**src/rtl/shared_reg_arb_pkg.sv**
```systemverilog
// shared_reg_arb_pkg: shared types and constants for the shared register arbiter.
//   state_t       : arbiter FSM states (IDLE, OWN)
//   *_DEFAULT     : default parameter values
//   ptr_width()   : width of a requester index / rotating pointer
package shared_reg_arb_pkg;

    typedef enum logic {
        IDLE = 1'b0,
        OWN  = 1'b1
    } state_t;

    localparam int unsigned NREQ_DEFAULT     = 4;
    localparam int unsigned W_DEFAULT        = 5;
    localparam int unsigned MAX_HOLD_DEFAULT = 8;

    // Index width for n requesters; never below one bit.
    function automatic int unsigned ptr_width(input int unsigned n);
        return (n < 2) ? 1 : $clog2(n);
    endfunction

endpackage

```
**src/rtl/shared_reg_arbiter_rr_pick.sv**
```systemverilog
// rr_pick: combinational rotating-priority picker.
//   req    : per-requester request vector
//   ptr    : index that has highest priority this cycle
//   winner : one-hot first requester found searching ptr, ptr+1, ... mod NREQ
//   any    : at least one request present
module rr_pick
    import shared_reg_arb_pkg::*;
#(
    parameter  int unsigned NREQ = NREQ_DEFAULT,
    localparam int unsigned PW   = ptr_width(NREQ)
) (
    input  logic [NREQ-1:0] req,
    input  logic [PW-1:0]   ptr,
    output logic [NREQ-1:0] winner,
    output logic            any
);

    logic [PW-1:0] idx;

    // Walk the ring starting at ptr; the first hit wins.
    always_comb begin
        winner = '0;
        any    = 1'b0;
        idx    = '0;
        for (int unsigned k = 0; k < NREQ; k++) begin
            idx = PW'((32'(ptr) + k) % NREQ);
            if (!any && req[idx]) begin
                winner[idx] = 1'b1;
                any         = 1'b1;
            end
        end
    end

endmodule

```
**src/rtl/shared_reg_arbiter.sv**
```systemverilog
// shared_reg_arbiter: round-robin owner arbitration and load sequencing for one
// shared W-bit register, with locked multi-cycle ownership and a hold timeout.
//   clk, rst_n : clock, asynchronous active-low reset
//   cen        : clock enable; low freezes FSM, pointer, hold counter and vec
//   clr        : synchronous clear, effective regardless of cen
//   req, lock  : per-requester request / hold-ownership request
//   wdata      : requester i data at bits [i*W +: W]
//   gnt, busy  : registered one-hot grant, busy == |gnt
//   timeout    : one-cycle pulse on forced release after MAX_HOLD cycles
//   vec        : shared register contents
//   vec_shadow : negedge copy of vec when SHARED_REG_ARB_SHADOW_EN is defined,
//                otherwise tied to zero
module shared_reg_arbiter
    import shared_reg_arb_pkg::*;
#(
    parameter int unsigned NREQ     = NREQ_DEFAULT,
    parameter int unsigned W        = W_DEFAULT,
    parameter int unsigned MAX_HOLD = MAX_HOLD_DEFAULT
) (
    input  logic              clk,
    input  logic              rst_n,
    input  logic              cen,
    input  logic              clr,
    input  logic [NREQ-1:0]   req,
    input  logic [NREQ-1:0]   lock,
    input  logic [NREQ*W-1:0] wdata,
    output logic [NREQ-1:0]   gnt,
    output logic              busy,
    output logic              timeout,
    output logic [W-1:0]      vec,
    output logic [W-1:0]      vec_shadow
);

    localparam int unsigned PW = ptr_width(NREQ);
    localparam int unsigned HW = $clog2(MAX_HOLD + 1);

    state_t        state;
    logic [PW-1:0] ptr;
    logic [PW-1:0] owner;
    logic [HW-1:0] hcnt;
    logic [NREQ-1:0] pick;
    logic          pick_any;
    logic [PW-1:0] win_idx;
    logic          keep;

    rr_pick #(.NREQ(NREQ)) u_pick (
        .req    (req),
        .ptr    (ptr),
        .winner (pick),
        .any    (pick_any)
    );

    // One-hot winner to index.
    always_comb begin
        win_idx = '0;
        for (int unsigned i = 0; i < NREQ; i++) begin
            if (pick[i]) win_idx = PW'(i);
        end
    end

    assign keep = req[owner] && lock[owner];

    // Arbiter FSM with registered grant, busy, timeout and shared register.
    always_ff @(posedge clk or negedge rst_n) begin
        if (!rst_n) begin
            state   <= IDLE;
            ptr     <= '0;
            owner   <= '0;
            hcnt    <= '0;
            gnt     <= '0;
            busy    <= 1'b0;
            timeout <= 1'b0;
            vec     <= '0;
        end else begin
            timeout <= 1'b0;
            if (clr) begin
                state <= IDLE;
                hcnt  <= '0;
                gnt   <= '0;
                busy  <= 1'b0;
                vec   <= '0;
            end else if (cen) begin
                case (state)
                    IDLE: begin
                        if (pick_any) begin
                            state <= OWN;
                            owner <= win_idx;
                            gnt   <= pick;
                            busy  <= 1'b1;
                            hcnt  <= HW'(1);
                            vec   <= wdata[32'(win_idx) * W +: W];
                        end
                    end
                    OWN: begin
                        if (keep && (hcnt < HW'(MAX_HOLD))) begin
                            hcnt <= hcnt + HW'(1);
                            vec  <= wdata[32'(owner) * W +: W];
                        end else begin
                            // Voluntary or forced release; priority moves past the owner.
                            state   <= IDLE;
                            gnt     <= '0;
                            busy    <= 1'b0;
                            hcnt    <= '0;
                            ptr     <= (owner == PW'(NREQ - 1)) ? '0 : owner + PW'(1);
                            timeout <= keep;
                        end
                    end
                    default: state <= IDLE;
                endcase
            end
        end
    end

`ifdef SHARED_REG_ARB_SHADOW_EN
    logic cen_q;

    // Remember whether the last posedge was enabled.
    always_ff @(posedge clk or negedge rst_n) begin
        if (!rst_n) cen_q <= 1'b0;
        else        cen_q <= cen;
    end

    // Half-cycle-late copy of vec.
    always_ff @(negedge clk or negedge rst_n) begin
        if (!rst_n)     vec_shadow <= '0;
        else if (cen_q) vec_shadow <= vec;
    end
`else
    assign vec_shadow = '0;
`endif

endmodule

```
**config.mk**
```make
export PLATFORM = sky130hd
export DESIGN_NAME = shared_reg_arbiter
export DESIGN_NICKNAME = d
export VERILOG_FILES = /design/src/rtl/shared_reg_arb_pkg.sv /design/src/rtl/shared_reg_arbiter_rr_pick.sv /design/src/rtl/shared_reg_arbiter.sv
export SDC_FILE = /design/constraint.sdc
export NUM_CORES = 1
export LEC_CHECK = 0
export BUFFER_PORTS_ARGS = -buffer_cell sky130_fd_sc_hd__buf_4
export CORE_ASPECT_RATIO = 1.75
export CORE_MARGIN = 5
export CORE_UTILIZATION = 54
export CTS_BUF_LIST = sky130_fd_sc_hd__clkbuf_4
export CTS_CLUSTER_SIZE = 16
export DETAILED_ROUTE_END_ITERATION = 8
export GPL_TIMING_DRIVEN = 0
export PLACE_DENSITY = 0.81
export SKIP_LAST_GASP = 1
export SYNTH_ARGS = -nofsm -noshare
export SYNTH_HDL_FRONTEND = slang
export SYNTH_HIERARCHICAL = 1
export SYNTH_SLANG_ARGS = --single-unit
```
**constraint.sdc**
```tcl
create_clock -name clk -period 3.5 [get_ports clk]
set_input_delay 0.7 -clock clk [delete_from_list [all_inputs] [get_ports clk]]
set_output_delay 0.7 -clock clk [all_outputs]
set_load 0.02 [all_outputs]
```
==> flow_metrics.py, run 1 <==
metrics = {
    "outcome": {
        "outcome": "completed",
    },
    "timing": {
        "post-route-period-util": 0.940,
        "setup_slack_ns": 0.211,
        "fin_setup_tns_ns": 0,
        "min_period_ns": 3.29,
        "maxSlewViolCount": 0,
        "setup-violations-final": 0,
        "rsz0062_at_grt": "false",
        "maxClockFrequency_mhz": 304,
        "tightest_slew_ns": 0.913,
        "hold_viol_final": 0,
        "slew_headroom": 0.387,
        "skew_ns": 0.00455,
    },
    "clocking": {
        "cts_tree": "done",
        "hold_buffers": 0,
        "clk_pin_slew_ns": 0.12,
        "clockBufferDepth": 2,
        "cts.sinks": 20,
        "clk_latency_ns": 0.29,
        "h-tree-depth": 1,
        "cts_inserted_buffers": 3,
        "cts_root_buffer": "clkbuf_4",
    },
    "placement": {
        "dp_cells": 286,
        "dp_hpwl_mm": 3.69,
        "io_buffers": 41,
        "place_congestion": 0.891,
        "pre_cts_ws_ns": -0.164,
        "dpl_cell_area_sq_um": 2140,
    },
    "route": {
        "antenna_left": 0,
        "wl_per_cell_microns": 16.0,
        "via_per_inst": 6.07,
        "initialDrtViolationCount": 54,
        "routed_wl_mm": 4.63,
        "drc_errors": 0,
        "vias": 1753,
        "dr.pass1.iters": 5,
    },
    "floorplanning": {
        "num_rows": 27,
        "die_h_microns": 85.5,
        "dieWidth_microns": 53.1,
        "die_area_sq_um": 4540,
        "initial_core_util": 0.560,
        "core_sq_um": 3140,
        "ios": 48,
    },
    "pwr": {
        "leakagePower_uw": 0.000974,
        "max-vdd-ir-drop_mv": 0.536,
        "powerDensity_nw_per_um2": 668,
    },
    "worst_setup_path": {
        "cp_max_fo": 10,
        "startpoint_type": "flip-flop",
        "worstSetupPathType": "reg2reg",
        "critical_path_arrival_ns": 3.51,
        "required_ns": 3.72,
        "end_kind": "flip-flop",
    },
    "synth": {
        "synth_cell_types": 46,
        "synthSimpleGateAreaFrac": 0.192,
        "synth-xor-area-share": 0,
        "syn_area_sq_um": 1760,
        "async_reset_ff_frac": 1.00,
        "ys_ff_latch": 20,
        "synth-edff-count": 0,
        "synth_ff_type": "dfrtp_1",
        "yosysSeqAreaShare": 0.284,
        "synth_cells": 198,
        "synth-compound-area-share": 0.297,
        "yosys_warnings": 6,
        "synth_top_family_by_area": "compound AO/OA/AOI/OAI gates",
        "synth_mux_area_frac": 0.105,
        "syn_avg_cell_area_sq_um": 8.88,
        "synthAdderAreaFrac": 0.0569,
    },
    "cells_and_area": {
        "area_growth_pct": 24.3,
        "register_area_sq_um": 503,
        "finish.instance_area_sq_um": 2190,
        "antennaDiodeCount": 0,
        "drive_above_1_share": 0.301,
        "multi_input_area_sq_um": 1190,
        "fin_cells": 289,
        "nNetsFinal": 287,
        "fill_cells": 274,
    },
    "job": {
        "maxCapViolations": 0,
    },
    "global_route": {
        "grt_use_total": 0.209,
        "grt_pass1_wl_mm": 7.40,
        "overflow": 0,
        "antenna_found_initial": 0,
        "grt_max_degree": 21,
        "grt_pass1_vias": 1712,
    },
    "min_path": {
        "hp-class": "in2async",
    },
}
==> final cells by class <==
class / instances / share of cell area
Buffer: 13 / 0.0378
Clock buffer: 3 / 0.0103
Clock inverter: 1 / 0.00172
Inverter: 7 / 0.0120
Multi-Input combinational cell: 161 / 0.543
Sequential cell: 20 / 0.230
Tap cell: 43 / 0.0246
Timing Repair Buffer: 41 / 0.141
==> logic make-up after synthesis <==
logic type	after synthesis
AOI/OAI and AO/OA	70
and+or+nand+nor	64
buffers and inverters	21
DFF	20
muxes	14
adders and majority gates	8
other	1
==> what timing repair did <==
item	CTS	global route
gates resized for setup	2	8
setup endpoints to repair	5	5
buffers inserted	0	0
==> layer usage <==
layer	wire, microns	track usage	vias up
met3	216	0.0209	16
li1	-	-	845
met5	0	0	-
met2	2550	0.390	64
met4	205	0.112	0
met1	1660	0.217	828
==> synthesized netlist by cell type, types with 3 or more instances <==
cell type,number,area (sq um)
a22o_1,4,35.0
o211ai_1,6,45.0
ha_1,8,100
mux4_2,3,67.6
buf_4,5,37.5
o22ai_1,8,50.1
a31oi_1,5,31.3
a211o_1,5,43.8
o21ai_0,6,30.0
nand2_1,13,48.8
nand3_1,7,35.0
nor2_1,12,45.0
a21boi_0,5,37.5
a21oi_1,8,40.0
buf_2,4,20.0
nand2b_1,6,37.5
dfrtp_1,20,500
a211oi_1,7,52.6
and2_1,4,25.0
mux2_2,5,56.3
mux2i_1,6,60.1
nor3_1,4,20.0
inv_1,6,22.5
and3_1,5,31.3
o2bb2ai_1,5,43.8
clkbuf_1,3,11.3
nor2b_1,3,18.8
==> sequential cells by signal, summed over array words and instances (netlist names) <==
name     cells
busy         1
gnt          4
hcnt         4
owner        2
ptr          2
state        1
timeout      1
vec          5
==> critical path: stages, from the launching register on <==
cell,delay [ns]
dfrtp_2,0.44
buf_6,0.15
inv_1,0.09
ha_1,0.40
mux2i_2,0.22
mux2_2,0.34
a211oi_1,0.28
o2bb2ai_2,0.15
or3_1,0.43
buf_2,0.21
a21boi_0,0.19
o211ai_1,0.11
a31oi_1,0.21
==> through the flow <==
step	hold slack (ns)	util	power, uW
after global placement	0.468	0.680	1300
after floorplan	0.404	-	1050
final	0.262	0.696	1460
after detailed placement	0.485	0.680	1310
after CTS	0.263	0.691	1430
after global routing	0.263	0.696	1570
==> report_power, final <==
part	internal [uW]	total (uW)	switching [uW]
Sequential	295	374	78.3
Clock	41.4	111	69.6
Combinational	428	977	550
Total	764	1460	698
==> final timing paths <==
path | from | to | slack, ns | cells past startpoint
min reg2reg | gnt[2] | gnt[2] | 0.52 | 1
min | rst_n | hcnt[3] | 0.26 | 1
max | ptr[0] | vec[0] | 0.21 | 12
min in group clk | gnt[2] | gnt[2] | 0.52 | 1
max in group asynchronous | rst_n | ptr[0] | 3.01 | 1
max reg2reg | ptr[0] | vec[0] | 0.21 | 12
==> placed cells by master (no fill, tap or decap), types with 2 or more instances in the layout <==
| master | n |
|---|---|
| buf_4 | 46 |
| dfrtp_1 | 18 |
| nand2_1 | 13 |
| nor2_1 | 12 |
| a21oi_1 | 8 |
| o22ai_1 | 8 |
| ha_1 | 8 |
| nand3_1 | 7 |
| a211oi_1 | 7 |
| inv_1 | 6 |
| o21ai_0 | 6 |
| o211ai_1 | 6 |
| nand2b_1 | 6 |
| buf_2 | 5 |
| mux2_2 | 5 |
| a211o_1 | 5 |
| and3_1 | 5 |
| a31oi_1 | 5 |
| conb_1 | 5 |
| mux2i_1 | 5 |
| nor3_1 | 4 |
| a22o_1 | 4 |
| and2_1 | 4 |
| a21boi_0 | 4 |
| mux4_2 | 3 |
| nor2b_1 | 3 |
| o2bb2ai_1 | 3 |
| clkbuf_4 | 3 |
| clkinv_1 | 2 |
| a21o_1 | 2 |
| nand3b_1 | 2 |
| or4_1 | 2 |
| dfrtp_2 | 2 |
| a31o_1 | 2 |
| a221oi_2 | 2 |
| o2bb2ai_2 | 2 |
Power figures use the tool's default switching activity.
==> run 2, diff against run 1 <==
--- a/config.mk
+++ b/config.mk
@@ -12,7 +12,6 @@
 export CTS_BUF_LIST = sky130_fd_sc_hd__clkbuf_4
 export CTS_CLUSTER_SIZE = 16
 export DETAILED_ROUTE_END_ITERATION = 8
-export GPL_TIMING_DRIVEN = 0
 export PLACE_DENSITY = 0.81
 export SKIP_LAST_GASP = 1
 export SYNTH_ARGS = -nofsm -noshare
==> flow_metrics.py, run 2 (synthesis results as in run 1) <==
metrics = {
    "global_route": {
        "grt_pass1_vias": 1662,
        "grt_pass1_wl_mm": 7.26,
        "antenna_found_initial": 0,
        "overflow": 0,
        "grt_max_degree": 22,
        "grt_use_total": 0.206,
    },
    "clocking": {
        "clk_latency_ns": 0.29,
        "cts_tree": "done",
        "post_cts_resized": 0,
        "hold_buffers": 0,
        "clockBufferDepth": 2,
        "cts.sinks": 20,
        "post_cts_buffers": 0,
        "cts_inserted_buffers": 3,
        "clk_pin_slew_ns": 0.11,
        "h-tree-depth": 1,
        "cts_root_buffer": "clkbuf_4",
    },
    "worst_setup_path": {
        "required_ns": 3.72,
        "startpoint": "ptr[0]",
        "cp_top_family": "compound AO/OA/AOI/OAI gates",
        "end_kind": "flip-flop",
        "max_stage_delay_ns": 0.44,
        "ff2ff_setup_slack_ns": 0.40,
        "cp_num_buf_inv": 1,
        "r2r-start": "ptr[0]",
        "cpMaxStageDelayCell": "or3_1",
        "worstSetupPathType": "reg2reg",
        "startpoint_type": "flip-flop",
        "critical_path_arrival_ns": 3.32,
        "worstPathCellList": "inv_1 > ha_1 > mux2i_1 > mux2_2 > a221oi_2 > o2bb2ai_1 > or3_1 > nand3_1 > a211o_1 > a31oi_1",
        "cp_max_fo": 15,
    },
    "cells_and_area": {
        "largest_register_ffs": 5,
        "drive_above_1_share": 0.258,
        "reg_top3": "vec (5), gnt (4), hcnt (4)",
        "antennaDiodeCount": 0,
        "largest-register": "vec",
        "area_growth_pct": 19.6,
        "fill_cells": 288,
        "nNetsFinal": 278,
        "final_common_cell": "buf_4",
        "final_cell_mix": "buf_4, dfrtp_1, nand2_1, nor2_1",
        "fin_cells": 279,
    },
    "outcome": {
        "outcome": "completed",
    },
    "pwr": {
        "max-vdd-ir-drop_mv": 0.486,
        "leakagePower_uw": 0.000929,
        "powerDensity_nw_per_um2": 672,
    },
    "timing": {
        "setup-violations-final": 0,
        "min_period_ns": 3.10,
        "slew_headroom": 0.392,
        "setup_slack_ns": 0.405,
        "rsz0062_at_grt": "false",
        "skew_ns": 0.00158,
        "fin_setup_tns_ns": 0,
        "hold_viol_final": 0,
        "tightest_slew_ns": 0.905,
        "maxSlewViolCount": 0,
        "maxClockFrequency_mhz": 323,
        "post-route-period-util": 0.884,
    },
    "route": {
        "initialDrtViolationCount": 27,
        "vias": 1715,
        "drc_errors": 0,
        "routed_wl_mm": 4.46,
        "antenna_left": 0,
        "wl_per_cell_microns": 16.0,
        "via_per_inst": 6.15,
        "dr.pass1.iters": 4,
    },
    "floorplanning": {
        "die_h_microns": 85.5,
        "initial_core_util": 0.560,
        "core_sq_um": 3140,
        "dieWidth_microns": 53.1,
        "ios": 48,
        "num_rows": 27,
        "die_area_sq_um": 4540,
    },
    "placement": {
        "place_congestion": 0.836,
        "io_buffers": 42,
        "pre_cts_ws_ns": 0.373,
        "dp_cells": 276,
        "dp_hpwl_mm": 3.58,
    },
    "min_path": {
        "hp-class": "in2async",
    },
    "job": {
        "maxCapViolations": 0,
    },
}
## run 2: where the power goes
part	switching (uW)	internal, uW	leakage (uW)	total, uW
combinational	543	413	0.000657	957
clock	67.0	40.0	0.0000138	107
sequential	56.0	293	0.000258	349
total	666	746	0.000929	1410
## run 2: cell type report
type / instances / area (sq um) / share of cell area
repair buffers: 45 / 338 / 0.161
inverters: 7 / 26.3 / 0.0125
clock buffers: 3 / 22.5 / 0.0107
flip-flops and latches: 20 / 500 / 0.238
well taps: 43 / 53.8 / 0.0256
multi-input cells: 161 / 1160 / 0.553
## run 2: path summary, 6_finish.rpt
check                           endpoint  cells after the start
worst min register to register      busy                      1
min in group clk                    busy                      1
max in group asynchronous           busy                      1
worst min-delay path             hcnt[2]                      1
worst max-delay path              vec[3]                     10
worst max register to register    vec[3]                     10
## run 2: per-stage QoR
stage	hold WS, ns	cell area (sq um)	util	total power, uW
3_5_place_dp	0.476	2080	0.662	1310
3_3_place_gp	0.464	2080	0.662	1280
6_report	0.261	2100	0.669	1410
4_1_cts	0.260	2100	0.669	1420
5_1_grt	0.270	2100	0.669	1530
2_1_floorplan	0.404	1770	-	1050
## run 2: worst register-to-register path, stage by stage, from the launching register on
cell and delay, ns:
dfrtp_1 0.37, inv_1 0.09, ha_1 0.41, mux2i_1 0.39, mux2_2 0.29, a221oi_2 0.07
o2bb2ai_1 0.36, or3_1 0.44, nand3_1 0.16, a211o_1 0.29, a31oi_1 0.16
## run 2: routing by layer
layer / vias up / GRT usage / part of all wire
li1: 826 / - / -
met1: 834 / 0.211 / 0.37
met2: 42 / 0.388 / 0.56
met3: 13 / 0.0261 / 0.035
met4: 0 / 0.0977 / 0.035
met5: - / 0 / 0
